File: src/rtl/ami_channel_arbiter.sv
// Round-robin arbiter/sequencer sharing one 256-bit AMI command/response path among NUM_REQ requesters.
// Optional stall timeout: define AMI_ARB_TIMEOUT_EN to complete a hung AMI access with status 3'b111.
module ami_channel_arbiter #(
    parameter int NUM_REQ = 3,
    parameter int TIMEOUT = 1024
) (
    input  logic                   clk,
    input  logic                   rst,
    input  logic [NUM_REQ-1:0]     req,
    input  logic [NUM_REQ*256-1:0] req_data,
    output logic [NUM_REQ-1:0]     grant,
    output logic [NUM_REQ-1:0]     rsp_valid,
    output logic [255:0]           rsp_data,
    output logic [2:0]             rsp_status,
    output logic                   busy,
    output logic [255:0]           fsm_ami,
    output logic                   ami_valid,
    input  logic [2:0]             ami_ack,
    input  logic [255:0]           ami_out
);

    localparam int unsigned N  = NUM_REQ;
    localparam int          PW = (NUM_REQ > 1) ? $clog2(NUM_REQ) : 1;
    localparam logic [PW-1:0] LAST = PW'(NUM_REQ - 1);

    if (NUM_REQ < 2 || NUM_REQ > 8 || TIMEOUT < 2) begin : g_param_check
        $error("ami_channel_arbiter: NUM_REQ must be 2..8 and TIMEOUT >= 2");
    end

    typedef enum logic [1:0] {IDLE, WAIT, RESP} state_t;

    state_t         state, state_n;
    logic [PW-1:0]  ptr, ptr_n;
    logic [PW-1:0]  sel, sel_n;
    logic [PW-1:0]  win, rr_pos;
    logic           found;
    logic [NUM_REQ-1:0] grant_n;
    logic [255:0]   fsm_ami_n, rsp_data_n;
    logic [2:0]     rsp_status_n;

`ifdef AMI_ARB_TIMEOUT_EN
    localparam int CW = $clog2(TIMEOUT);
    localparam logic [CW-1:0] TMAX = CW'(TIMEOUT - 1);
    logic [CW-1:0]  cnt, cnt_n;
`endif

    // Walk the request vector starting one past the last served requester, wrapping.
    always_comb begin
        win    = '0;
        found  = 1'b0;
        rr_pos = (ptr == LAST) ? '0 : ptr + 1'b1;
        for (int unsigned i = 0; i < N; i++) begin
            if (!found && req[rr_pos]) begin
                found = 1'b1;
                win   = rr_pos;
            end
            rr_pos = (rr_pos == LAST) ? '0 : rr_pos + 1'b1;
        end
    end

    always_comb begin
        state_n      = state;
        ptr_n        = ptr;
        sel_n        = sel;
        grant_n      = grant;
        fsm_ami_n    = fsm_ami;
        rsp_data_n   = rsp_data;
        rsp_status_n = rsp_status;
`ifdef AMI_ARB_TIMEOUT_EN
        cnt_n        = cnt;
`endif
        case (state)
            IDLE: begin
                if (found) begin
                    state_n = WAIT;
                    sel_n   = win;
`ifdef AMI_ARB_TIMEOUT_EN
                    cnt_n   = '0;
`endif
                    for (int unsigned j = 0; j < N; j++) begin
                        grant_n[j] = (win == PW'(j));
                        if (win == PW'(j)) fsm_ami_n = req_data[256*j +: 256];
                    end
                end
            end
            WAIT: begin
                if (ami_ack != 3'b000) begin
                    rsp_data_n   = ami_out;
                    rsp_status_n = ami_ack;
                    state_n      = RESP;
                end
`ifdef AMI_ARB_TIMEOUT_EN
                else if (cnt == TMAX) begin
                    rsp_data_n   = '0;
                    rsp_status_n = 3'b111;
                    state_n      = RESP;
                end else begin
                    cnt_n = cnt + 1'b1;
                end
`endif
            end
            RESP: begin
                ptr_n   = sel;
                grant_n = '0;
                state_n = IDLE;
            end
            default: state_n = IDLE;
        endcase
    end

    always_ff @(posedge clk or posedge rst) begin
        if (rst) begin
            state      <= IDLE;
            ptr        <= LAST;
            sel        <= '0;
            grant      <= '0;
            fsm_ami    <= '0;
            rsp_data   <= '0;
            rsp_status <= '0;
`ifdef AMI_ARB_TIMEOUT_EN
            cnt        <= '0;
`endif
        end else begin
            state      <= state_n;
            ptr        <= ptr_n;
            sel        <= sel_n;
            grant      <= grant_n;
            fsm_ami    <= fsm_ami_n;
            rsp_data   <= rsp_data_n;
            rsp_status <= rsp_status_n;
`ifdef AMI_ARB_TIMEOUT_EN
            cnt        <= cnt_n;
`endif
        end
    end

    // Strobes decode straight from the state register so reset clears them without a clock.
    assign ami_valid = (state == WAIT);
    assign busy      = (state != IDLE);
    assign rsp_valid = (state == RESP) ? grant : '0;

endmodule

File: config.mk
export PLATFORM = sky130hd
export DESIGN_NAME = ami_channel_arbiter
export DESIGN_NICKNAME = d
export VERILOG_FILES = /design/src/rtl/ami_channel_arbiter.sv
export SDC_FILE = /design/constraint.sdc
export NUM_CORES = 1
export LEC_CHECK = 0
export BUFFER_PORTS_ARGS = -buffer_cell sky130_fd_sc_hd__buf_4
export CELL_PAD_IN_SITES_DETAIL_PLACEMENT = 0
export CELL_PAD_IN_SITES_GLOBAL_PLACEMENT = 1
export CORE_AREA = 4 4 611 613
export DETAILED_ROUTE_END_ITERATION = 16
export DIE_AREA = 0 0 615 617
export PLACE_DENSITY_LB_ADDON = 0.1
export RECOVER_POWER = 100
export SLEW_MARGIN = 30
export SYNTH_ARGS = -nofsm -noshare
export SYNTH_HDL_FRONTEND = slang
export SYNTH_SLANG_ARGS = --single-unit
File: constraint.sdc
create_clock -name clk -period 19.5 [get_ports clk]
set_input_delay 1.95 -clock clk [delete_from_list [all_inputs] [get_ports clk]]
set_output_delay 1.95 -clock clk [all_outputs]
set_load 0.005 [all_outputs]
Yosys cells after proc, flatten, opt, wreduce, memory -nomap -nowiden
Index checks and enable logic that the tools add are counted.
{"block": "totals", "regBits": 524, "inputBits": 1032, "output_inout_bits": 523, "elab_cells": 61}
{"block": "classes", "add_sub_neg": 3, "order_cmp": 3, "n_eq_ne": 9, "n_mux": 24, "reduce_logical": 15}
{"op": "two-way mux 256 bit", "count": 3}
{"op": "two-way mux 2 bit", "count": 8}
{"op": "equality test 2 bit, second input constant", "count": 5}
{"op": "< comparator 2 x 3 -> 1 bit, second input constant", "count": 3}
{"op": "AND reduction 2 bit", "count": 4}
{"op": "adder 2 x 1 -> 2 bit, second input constant", "count": 3}
{"op": "binary-select mux 1 bit (select 2 bit)", "count": 3}
{"op": "two-way mux 1 bit", "count": 6}
{"op": "two-way mux 3 bit", "count": 2}
{"op": "one-hot mux 3 bit (2 select lines)", "count": 1}
{"op": "nonzero test 3 bit", "count": 2}
{"op": "equality test 2 x 1 -> 1 bit, second input constant", "count": 2}
{"op": "zero test 2 bit", "count": 2}
{"op": "one-hot mux 2 bit (2 select lines)", "count": 1}
{"op": "nonzero test 2 bit", "count": 2}
{"op": "AND reduction 3 bit", "count": 1}
{"op": "logical AND 1 bit", "count": 2}
{"op": "zero test 1 bit", "count": 2}
{"op": "!= test 2 x 1 -> 1 bit, second input constant", "count": 1}
{"op": "!= test 2 bit, second input constant", "count": 1}

Longest topological paths before layout
{"block": "logic_depth", "ltp_word": 15, "mapped_depth": 8, "depth_no_buf": 5}

Least setup slack after synthesis
OpenSTA, ideal clock, no wires.
{"block": "synth_path", "path_type": "input to register", "startpoint": "in req[1]", "endpoint": "reg fsm_ami[17]", "setup_time_ns": 0.130, "t_arrival_ns": 3.105, "required_ns": 19.370, "path_slack_ns": 16.266, "cell_stages": 7, "n_path_buf": 3, "cell_sequence": "buf_4 -> nor2b_4 -> a22oi_4 -> buf_6 -> buf_4 -> a2111oi_2 -> o21ai_1"}
{"block": "synth_via", "elab_chain_len": 12, "word_cells_on_any_way": 23, "classes_between": "2 x eq/ne; 14 x mux; 7 x reduce/logical"}
{"element": "start, declared", "line": "9", "text": "input logic [NUM_REQ-1:0] req,"}
{"element": "binary-select mux 1 bit (select 2 bit)", "line": "53", "text": "if (!found && req[rr_pos]) begin"}
{"element": "two-way mux 1 bit (not written as such)", "line": "53"}
{"element": "two-way mux 1 bit", "line": "53"}
{"element": "zero test 1 bit", "line": "53"}
{"element": "logical AND 1 bit", "line": "53"}
{"element": "two-way mux 1 bit", "line": "53"}
{"element": "zero test 1 bit", "line": "53"}
{"element": "logical AND 1 bit", "line": "53"}
{"element": "two-way mux 2 bit", "line": "53"}
{"element": "equality test 2 x 1 -> 1 bit, or another cell as far along", "line": "82", "text": "if (win == PW'(j)) fsm_ami_n = req_data[256*j +: 256];"}
{"element": "nonzero test 3 bit (no source line) or two-way mux 256 bit (tied branches)"}
{"element": "AND reduction 3 bit (no source line) or two-way mux 256 bit (tied branches)"}
{"element": "end signal, assigned", "line": "128", "text": "fsm_ami <= fsm_ami_n;"}
{"element": "end, declared", "line": "16", "text": "output logic [255:0] fsm_ami,"}
Several ways; a longest one is shown, not always the timed one. The select of a mux whose other input is x is not followed.
A chain may end at the register's enable or synchronous reset.

Final worst setup path
{"block": "layout_path", "startpoint": "in req[0]", "endpoint": "reg fsm_ami[33]"}
Same word-level chain as after synthesis.

==> reports/results.md <==
| Parameter | Value | Unit |
|:---|:---|:---|
| HPWL after DPL | 208 | mm |
| Seq cells post-synth | 524 | - |
| Via count of the first global-routing pass | 33604 | - |
| Setup repair after global routing missed its margin | false | - |
| Count of fill cells added during filler insertion | 42753 | - |
| Post-synthesis net count | 4480 | - |
| Syn Inst Count | 3448 | - |
| Fmax achieved | 0.0845 | GHz |
| Setup bufs post-CTS | 0 | - |
| Largest family of logic cells by synthesized area | compound AO/OA/AOI/OAI gates | - |
| Nets | 5882 | - |
| Synth Warn # | 0 | - |
| Crit share post-route | 60.7 | % |
| Main area contributors after synthesis | sky130_fd_sc_hd__dfrtp_1 48%, sky130_fd_sc_hd__nand2_1 18%, sky130_fd_sc_hd__a2111oi_2 5.5% | - |
| Max-cap viol count | 20 | - |
| Largest area contributor in the netlist | sky130_fd_sc_hd__dfrtp_1 | - |
| Number of flops mapped to enable cells by yosys | 0 | - |
| Overall die height | 617 | µm |
| DRC Markers | 0 | - |
| Initial detailed-routing violation count | 1682 | - |
| Post-synthesis xor/xnor area fraction | 0 | % |
| Post-DR vias/cell | 3.27 | - |
| Final critical delay including setup and external delays | 11.84 | ns |
| Unique cell type count in the Yosys netlist | 32 | - |
| Source of the worst register-to-register timing path | state[0] | - |
| Critical-path maximum fanout | 58 | - |
| Cell Rows | 223 | - |
| Synth top area share | 47.6 | % |
| Reg clk slew, reported paths | 0.05 | ns |
| Required time of the critical path | 20.19 | ns |
| Antenna-violating nets left | 0 | - |
| Hold Path Origin | rsp_data[142] | - |
| Multi-input gate area | 12900 | µm² |
| Most used standard cell by instance count after synthesis | sky130_fd_sc_hd__nand2_1 | - |
| Ratio of total power to cell area | 154 | nW/µm² |
| Hold Slack | 0.465 | ns |
| Most numerous cell types in the synthesized netlist | 1294 x sky130_fd_sc_hd__nand2_1, 523 x sky130_fd_sc_hd__dfrtp_1, 261 x sky130_fd_sc_hd__o21ai_0, 257 x sky130_fd_sc_hd__nor2_1, 257 x sky130_fd_sc_hd__o21ai_1 | - |
| Clk_lat worst skew | 0.84 | ns |
| Nature of the critical path endpoint | flop | - |
| Arithmetic-cell share of the synthesized area counting full adders, half adders and majority gates | 0 | % |
| Highest routed metal layer | met5 | - |
| Classification of the worst-slack hold path | reg -> reg | - |
| Boundary pin count | 1555 | - |
| Total via count in the routed design | 31950 | - |
| Leftover overflow at the end of global routing | 0 | - |
| Number of antenna violations at the first check in global routing | 120 | - |
| Floorplan die width | 615 | µm |
| Htree depth | 3 | - |
| Total power of the final layout | 7.03 | mW |
| Port Buffers | 1554 | - |
| Static Leak | 19.5 | nW |
| Run status | complete, but fails checks | - |
| Reg-to-reg setup timing slack | 10.34 | ns |
| First-pass GRT wire length | 353 | mm |
| Layout Skew | 0.0903 | ns |
| Violations in the final reports | capacitance limit, slew limit | - |
| Proportion of register bits with asynchronous set or reset after synthesis | 100 | % |
| TritonCTS clock tree | yes | - |
| Post-route met1 wirelength | 103 | mm |
| Seq. cell area | 13100 | µm² |
| Final number of setup-violating endpoints | 0 | - |
| Startpoint-to-endpoint class of the critical path | in -> reg | - |
| Cells resized by post-CTS repair | 0 | - |
| Predominant post-synthesis flop cell | sky130_fd_sc_hd__dfrtp_1 | - |
| Max-slew violation total from the final report | 896 | - |
| Average footprint of a synthesized cell | 7.97 | µm² |
| Total global-route track usage | 13.7 | % |
| Fraction of layout cells with a size suffix above 1 | 29.1 | % |
| Fin. Hold Viols | 0 | - |
| Routed length on met3 | 22.4 | mm |
| Initial cell density of the core | 7.47 | % |
| Core Region | 368000 | µm² |
| Count of hold buffers inserted by post-cts repair | 0 | - |
| Pin count of the biggest net entering global routing | 141 | - |
| Synthesized-area fraction occupied by and/or/nand/nor cells | 21.7 | % |
| Peak ir drop on the vdd network | 90.4 | µV |
| WL/cell | 27.7 | µm |
| Routed met2 length | 140 | mm |
| Final setup TNS | 0 | ns |
| Maximum number of buffers from clock root to sink | 4 | - |
| Clock tree sinks | 524 | - |
| Instance count along the most critical hold path | 2 | - |
| Arrival @ worst endpoint | 12.53 | ns |
| Endpoint of the worst hold path | rsp_data[142] | - |
| Syn Std Cell Area | 27500 | µm² |
| Total Die Area | 379000 | µm² |
| Clock tree root driver cell | sky130_fd_sc_hd__clkbuf_16 | - |
| Area growth from synthesis to layout | 66.0 | % |
| Worst flop-to-flop path endpoint | rsp_data[95] | - |
| Seq/Total Area, Yosys | 47.7 | % |
| Routability cong. | 0.780 | - |
| Reg2reg path depth | 5 | - |
| Final Routed Wirelength | 271 | mm |
| Critical path launch point type | primary input | - |
| Iteration count of the initial detailed-routing pass | 4 | - |
| CTS Buf Count | 94 | - |
| Multiplexer share of the synthesized area | 0 | % |
| Relative max-transition margin | -250 | % |
| Worst slew pin tran | 5.23 | ns |
| Synth Area in Compound Gates | 24.8 | % |
registers in the layout, indices dropped and copies added, names as in the netlist:
register,flops
ptr,2
rsp_data,256
sel,2
rsp_status,3
grant,3
fsm_ami,256
state,2
cells by family after synthesis:
kind of cell / Yosys count
buffers and inverters: 319
DFF: 524
and+or+nand+nor: 1571
AOI/OAI and AO/OA: 1034
per-stage QoR:
stage	setup WS, ns	utilization (%)	cell area, µm²	std cells
global route	6.96	12.4	45600	9752
detailed placement	13.19	12.0	44300	9588
finish	7.66	12.4	45600	9767
CTS	14.09	12.8	47200	9745
floorplan	2.91	-	27500	3448
global placement	13.30	12.0	44300	9585
cells in the final DEF (no fill, tap or decap), types with 3 or more instances in the layout:
| cell type | count |
|---|---|
| sky130_fd_sc_hd__clkbuf_1 | 465 |
| sky130_fd_sc_hd__buf_12 | 6 |
| sky130_fd_sc_hd__clkinv_2 | 8 |
| sky130_fd_sc_hd__buf_4 | 1071 |
| sky130_fd_sc_hd__a21oi_1 | 256 |
| sky130_fd_sc_hd__o21ai_1 | 24 |
| sky130_fd_sc_hd__clkbuf_16 | 94 |
| sky130_fd_sc_hd__dfrtp_1 | 523 |
| sky130_fd_sc_hd__buf_16 | 3 |
| sky130_fd_sc_hd__o21ai_0 | 494 |
| sky130_fd_sc_hd__a2111oi_2 | 104 |
| sky130_fd_sc_hd__nand2_1 | 1294 |
| sky130_fd_sc_hd__a2111oi_0 | 130 |
| sky130_fd_sc_hd__a2111oi_1 | 20 |
| sky130_fd_sc_hd__nand3_1 | 4 |
| sky130_fd_sc_hd__nor2_1 | 257 |
| sky130_fd_sc_hd__clkbuf_4 | 100 |
| sky130_fd_sc_hd__clkbuf_8 | 21 |
| sky130_fd_sc_hd__diode_2 | 19 |
| sky130_fd_sc_hd__and2_0 | 4 |
metal layers:
layer  GRT usage [%]  vias up
met5               0        -
met4            1.85      108
met2            25.1     1113
met3            5.36      318
met1            15.0    15820
li1                -    14591
critical path, stage by stage:
cell and delay (ns):
sky130_fd_sc_hd__clkbuf_1 1.76, sky130_fd_sc_hd__clkbuf_1 1.02, sky130_fd_sc_hd__clkbuf_1 2.49, sky130_fd_sc_hd__and2_0 0.31, sky130_fd_sc_hd__o22a_1 1.19, sky130_fd_sc_hd__clkbuf_1 2.26, sky130_fd_sc_hd__buf_4 0.89, sky130_fd_sc_hd__o21ai_0 0.19
sky130_fd_sc_hd__o21ai_0 0.21
layout make-up:
cell class              instances  share of cell area [%]
flip-flops and latches        524                    28.7
multi-input cells            2605                    28.2
diodes                         19                   0.104
clock inverters                15                   0.304
repair buffers               1621                    23.4
inverters                       4                  0.0384
well taps                    4837                    13.3
clock buffers                 142                    6.01
where the power goes:
group          internal, mW  total, mW  switching (mW)
Combinational          1.03       3.33            2.30
Sequential             1.65       2.03           0.387
Clock                 0.973       1.67           0.693
worst max path at each step:
stage	from	end	slack, ns	cells after the start
6_report	req[0]	fsm_ami[33]	7.66	9
5_1_grt	req[0]	fsm_ami[145]	6.96	10
4_1_cts	req[0]	fsm_ami[104]	14.09	10
3_5_place_dp	req[0]	fsm_ami[83]	13.19	10
3_3_place_gp	req[0]	fsm_ami[97]	13.30	10
2_1_floorplan	rst	fsm_ami[0]	2.91	1
Note: power is estimated with default switching activity, not from simulation.
